### src/rtl/z80_index_arith_pkg.sv
// Shared types and defaults for the Z80 index-register arithmetic unit.
package z80_index_arith_pkg;

  localparam int DEF_WIDTH    = 16;
  localparam int DEF_SLICE    = 4;
  localparam int DEF_NUM_REGS = 2;

  typedef enum logic [1:0] {
    OP_INC  = 2'b00,
    OP_DEC  = 2'b01,
    OP_ADDD = 2'b10,
    OP_RSVD = 2'b11
  } op_t;

  typedef enum logic [1:0] {
    ST_IDLE = 2'b00,
    ST_CALC = 2'b01,
    ST_DONE = 2'b10
  } state_t;

  function automatic logic sel_in_range(input int sel, input int num_regs);
    return sel < num_regs;
  endfunction

endpackage

### src/rtl/z80_slice_adder.sv
// Combinational W-bit adder slice with carry in and carry out.
module z80_slice_adder #(
  parameter int W = 4
) (
  input  logic [W-1:0] a,
  input  logic [W-1:0] b,
  input  logic         cin,
  output logic [W-1:0] sum,
  output logic         cout
);

  assign {cout, sum} = {1'b0, a} + {1'b0, b} + {{W{1'b0}}, cin};

endmodule

### src/rtl/z80_index_arith_unit.sv
// Multi-cycle index-register INC/DEC/displacement-add unit; one narrow slice
// adder is stepped across the word, LSB slice first.
module z80_index_arith_unit
  import z80_index_arith_pkg::*;
#(
  parameter int WIDTH    = DEF_WIDTH,
  parameter int SLICE    = DEF_SLICE,
  parameter int NUM_REGS = DEF_NUM_REGS,
  localparam int SEL_W   = (NUM_REGS > 1) ? $clog2(NUM_REGS) : 1
) (
  input  logic                      clk,
  input  logic                      reset_n,
  input  logic                      req_valid,
  output logic                      req_ready,
  input  logic [1:0]                req_op,
  input  logic [SEL_W-1:0]          req_sel,
  input  logic [7:0]                req_disp,
  input  logic [15:0]               req_ip,
  input  logic [2:0]                req_len,
  output logic                      rsp_valid,
  input  logic                      rsp_ready,
  output logic [WIDTH-1:0]          rsp_result,
  output logic                      rsp_carry,
  output logic [15:0]               rsp_ip,
  input  logic                      ld_valid,
  input  logic [SEL_W-1:0]          ld_sel,
  input  logic [WIDTH-1:0]          ld_data,
  output logic [NUM_REGS*WIDTH-1:0] regs_out
);

  localparam int NSLICE = WIDTH / SLICE;
  localparam int CNT_W  = (NSLICE > 1) ? $clog2(NSLICE) : 1;

  if ((WIDTH % SLICE) != 0) begin : g_bad_slice
    $error("z80_index_arith_unit: SLICE must divide WIDTH exactly");
  end

  state_t               state_reg;
  op_t                  op_reg;
  logic [SEL_W-1:0]     sel_reg;
  logic [WIDTH-1:0]     a_reg;
  logic [WIDTH-1:0]     b_reg;
  logic [WIDTH-1:0]     result_reg;
  logic                 carry_reg;
  logic [15:0]          ip_reg;
  logic [CNT_W-1:0]     cnt_reg;
  logic                 rsp_valid_reg;
  logic [WIDTH-1:0]     regs_reg [NUM_REGS];

  logic [WIDTH-1:0]     a_next;
  logic [WIDTH-1:0]     b_next;
  logic [SLICE-1:0]     slice_sum;
  logic                 slice_cout;

  always_comb begin
    a_next = '0;
    if (sel_in_range(int'(req_sel), NUM_REGS)) a_next = regs_reg[req_sel];
    case (op_t'(req_op))
      OP_INC:  b_next = WIDTH'(1);
      OP_DEC:  b_next = '1;
      OP_ADDD: b_next = {{(WIDTH-8){req_disp[7]}}, req_disp};
      default: b_next = '0;
    endcase
  end

  z80_slice_adder #(.W(SLICE)) u_slice_adder (
    .a    (a_reg[cnt_reg*SLICE +: SLICE]),
    .b    (b_reg[cnt_reg*SLICE +: SLICE]),
    .cin  (carry_reg),
    .sum  (slice_sum),
    .cout (slice_cout)
  );

  always_ff @(posedge clk or negedge reset_n) begin
    if (!reset_n) begin
      state_reg     <= ST_IDLE;
      op_reg        <= OP_INC;
      sel_reg       <= '0;
      a_reg         <= '0;
      b_reg         <= '0;
      result_reg    <= '0;
      carry_reg     <= 1'b0;
      ip_reg        <= '0;
      cnt_reg       <= '0;
      rsp_valid_reg <= 1'b0;
      for (int i = 0; i < NUM_REGS; i++) regs_reg[i] <= '0;
    end else begin
      case (state_reg)
        ST_IDLE: begin
          if (req_valid) begin
            a_reg     <= a_next;
            b_reg     <= b_next;
            op_reg    <= op_t'(req_op);
            sel_reg   <= req_sel;
            ip_reg    <= req_ip + 16'(req_len);
            cnt_reg   <= '0;
            carry_reg <= 1'b0;
            state_reg <= ST_CALC;
          end else if (ld_valid && sel_in_range(int'(ld_sel), NUM_REGS)) begin
            regs_reg[ld_sel] <= ld_data;
          end
        end
        ST_CALC: begin
          result_reg[cnt_reg*SLICE +: SLICE] <= slice_sum;
          carry_reg <= slice_cout;
          if (cnt_reg == CNT_W'(NSLICE - 1)) begin
            state_reg     <= ST_DONE;
            rsp_valid_reg <= 1'b1;
          end else begin
            cnt_reg <= cnt_reg + 1'b1;
          end
        end
        ST_DONE: begin
          if (rsp_ready) begin
            rsp_valid_reg <= 1'b0;
            state_reg     <= ST_IDLE;
            // Address generation (ADDD) never modifies the index register.
            if ((op_reg == OP_INC || op_reg == OP_DEC) &&
                sel_in_range(int'(sel_reg), NUM_REGS))
              regs_reg[sel_reg] <= result_reg;
          end
        end
        default: state_reg <= ST_IDLE;
      endcase
    end
  end

  assign req_ready  = (state_reg == ST_IDLE);
  assign rsp_valid  = rsp_valid_reg;
  assign rsp_result = result_reg;
  assign rsp_carry  = carry_reg;
  assign rsp_ip     = ip_reg;

  for (genvar gi = 0; gi < NUM_REGS; gi++) begin : g_regs_out
    assign regs_out[gi*WIDTH +: WIDTH] = regs_reg[gi];
  end

endmodule

### config.mk
export PLATFORM = sky130hd
export DESIGN_NAME = z80_index_arith_unit
export DESIGN_NICKNAME = d
export VERILOG_FILES = /design/src/rtl/z80_index_arith_pkg.sv /design/src/rtl/z80_slice_adder.sv /design/src/rtl/z80_index_arith_unit.sv
export SDC_FILE = /design/constraint.sdc
export NUM_CORES = 1
export LEC_CHECK = 0
export CAP_MARGIN = 20
export CORE_MARGIN = 3
export CORE_UTILIZATION = 35
export DETAILED_ROUTE_END_ITERATION = 8
export RECOVER_POWER = 50
export SLEW_MARGIN = 15
export SYNTH_ARGS = -nofsm -noshare
export SYNTH_HDL_FRONTEND = slang
export SYNTH_HIERARCHICAL = 1
export SYNTH_SLANG_ARGS = --single-unit
### constraint.sdc
create_clock -name clk -period 4.8 [get_ports clk]
set_input_delay 0.96 -clock clk [delete_from_list [all_inputs] [get_ports clk]]
set_output_delay 0.96 -clock clk [all_outputs]
set_load 0.01 [all_outputs]
==> metrics <==
layout cell share with drive strength beyond 1=0.08596; outcome=complete, but fails checks; failing checks=capacitance limit, slew limit; delay of the slowest cell on the worst path=2110 ps; Final Instance Area=6510 sq um; first-pass GRT wire length=21340 microns; LEAKAGE=2.800 nW; Max Root-Sink Buffers=2; count of cells resized by post-cts repair=0; register bit total from synthesis=96; IO buf count=118; Boundary Pins=119; CP required=5250 ps; Least-Margin Pin Slew=3044 ps; via count=3979; Post-synth top flop=dfrtp_1; sequential-to-total area share from yosys stat=0.4934; # diodes=0; Worst Hold End=rsp_ip[0]; Detail Route Antenna Nets=0; Die Wd=123.9 microns; cell area after synthesis=4868 sq um; P&R area growth vs syn=33.72%; Post-Route Setup TNS=0 ps; GRT Overall Usage=0.1794; most frequent cells after synthesis=dfrtp_1 (96), nand2_1 (69), o21ai_0 (38); Cells after Synth=454; Reg2Reg Depth=7; H-tree Lvls=3; synth top area cells=dfrtp_1 (49%), nand2_1 (5.3%), a22o_1 (4.3%); Max IR drop VDD=242.0 uV; CTS sink cnt=96; Clock Skews=11.59 ps; Crit-path slowest cell=clkbuf_1; DP HPWL=9722 microns; DR WL/cell=17.82 microns; Net Count, Synth=521; CTS tree=built; CP Class=in2async; DR iter-0 viols=240; vias in the first global route=4009; Initial DRT Pass Iterations=4; postcts setup bufs=0; min Tclk post-route=3404 ps; top-area cell type share of the netlist area=0.4934; f_max=293.8 MHz; Remaining DRCs=0; vias per cell=5.334; Worst R2R Start=cnt_reg[0]; CP Cell Sequence=clkbuf_1, buf_4; clk slew on worst S/H paths=70 ps; Synth warnings=6; R2R Setup Slk=1870 ps; core area=13400 sq um; CP max FO=56; most common cell in the netlist=dfrtp_1; final count of negative-setup-slack endpoints=0; Die Y=123.9 microns; Util after Layout=0.4858; Yosys top cell by area=dfrtp_1; CP Buf/Inv Count=2; hold path start=rsp_ip[0]; Yosys cell types=48; period utilisation layout=0.7092; clock latency on the worst-skew pair=350 ps; die footprint=15360 sq um; Post-Route WL=13300 microns; CP Launch Type=primary input; Placed Area=6193 sq um; final-stage net count=632; crit end category=asynchronous set/reset pin; RSZ-0062 raised after global routing=false; CTS hold repair buffers=0; r2r endpoint=rsp_result[5]; Worst Hold Depth=2; Max-Cap Viols=1; CP delay by family, top=buffers and inverters; CTS root buf=clkbuf_16; initial antenna violation count=0; type of the worst min-delay path=reg2reg; Starting Density=0.3633; Slew HR=-1.030; WP data arrival=3860 ps; Post-synth EDFFs=0; overall power=4.026 mW; Syn Area/Cell=10.72 sq um; final max-slew violation count=57; Async SR Flop Fraction=1.000; Final Wtd Congestion=0.9109; total grt overflow=0; num rows=42; max FFs per register=32; pwr/cell area=618.5 nW/um^2; TritonCTS Buffers=9; Hold WS=476.3 ps; final hold vios=0; largest net degree at the start of global routing=57
[area by class of cell]
cell class                      instances  area [sq um]
Fill cell                            1224          6890
Sequential cell                        96          2402
Multi-Input combinational cell        323          2310
Timing Repair Buffer                  125          1231
Clock buffer                            9         225.2
Tap cell                              176         220.2
Clock inverter                          7         83.83
Inverter                               10         37.54
[per-stage QoR]
| stage | setup WS [ps] | cells |
|---|---|---|
| after floorplan | 2005 | 454 |
| after global placement | 1200 | 729 |
| after detailed placement | 1154 | 729 |
| after CTS | 1523 | 745 |
| after global routing | 813.0 | 746 |
| final | 1396 | 746 |
[cells by family (layout without fill, tap and decap cells)]
group / count (synthesis) / in the layout / share of synthesized area
compound gates: 135 / 135 / 0.1915
simple gates: 119 / 119 / 0.1164
flops: 96 / 96 / 0.4934
mux: 42 / 42 / 0.1013
buf+inv: 35 / 151 / 0.03264
fa+ha+maj: 15 / 15 / 0.04318
xor+xnor: 12 / 12 / 0.02159
[layer usage]
metal	GRT usage	wire, microns	part of all wire	up-vias
li1	-	-	-	1890
met1	0.2444	5932	0.45	1952
met2	0.2846	6180	0.46	118
met3	0.04541	987	0.074	19
met4	0.05133	197	0.015	0
met5	0	0	0	-
[tightest hold or removal path: cells and delay by family, from the launching register on]
kind,cells,cell delay (ps)
DFF,1,340
and+or+nand+nor,2,110
[where the power goes]
part           internal (mW)  total, mW  switching, mW  leakage, nW
Clock                  0.375      0.738          0.363        0.151
Combinational          0.911       1.79          0.883         1.41
Sequential              1.16       1.49          0.334         1.23
Total                   2.45       4.03           1.58         2.80
[cells in the final DEF (no fill, tap or decap), types with 2 or more instances in the layout]
cell type,count
a31oi_1,3
inv_1,10
o2bb2ai_1,16
mux2_2,18
inv_8,3
nor2_1,10
mux2i_1,20
and4_1,3
buf_4,5
o21ai_0,38
clkbuf_16,9
clkbuf_1,2
dfrtp_1,96
xnor2_1,10
dlygate4sd3_1,27
clkdlybuf4s50_1,90
nor2b_1,5
a21o_1,3
mux4_2,4
ha_1,12
o21bai_1,2
a22o_1,24
nand4_1,4
fa_1,3
o31ai_1,12
nand3_1,7
a22oi_1,16
nand2b_1,7
clkinv_8,2
a21oi_1,15
xor2_1,2
nand2_1,69
a2111oi_0,2
[worst max-delay path by stage]
stage / cells past startpoint / slack, ps / end / from
after floorplan: 8 / 2010 / rsp_result[5] / cnt_reg[0]
after global placement: 5 / 1200 / regs_out[28] / req_valid
after detailed placement: 5 / 1150 / regs_out[23] / req_valid
after CTS: 5 / 1520 / regs_out[30] / req_valid
after global routing: 2 / 810 / rsp_ip[6] / reset_n
final: 2 / 1400 / a_reg[1] / reset_n
Power figures use the tool's default switching activity.
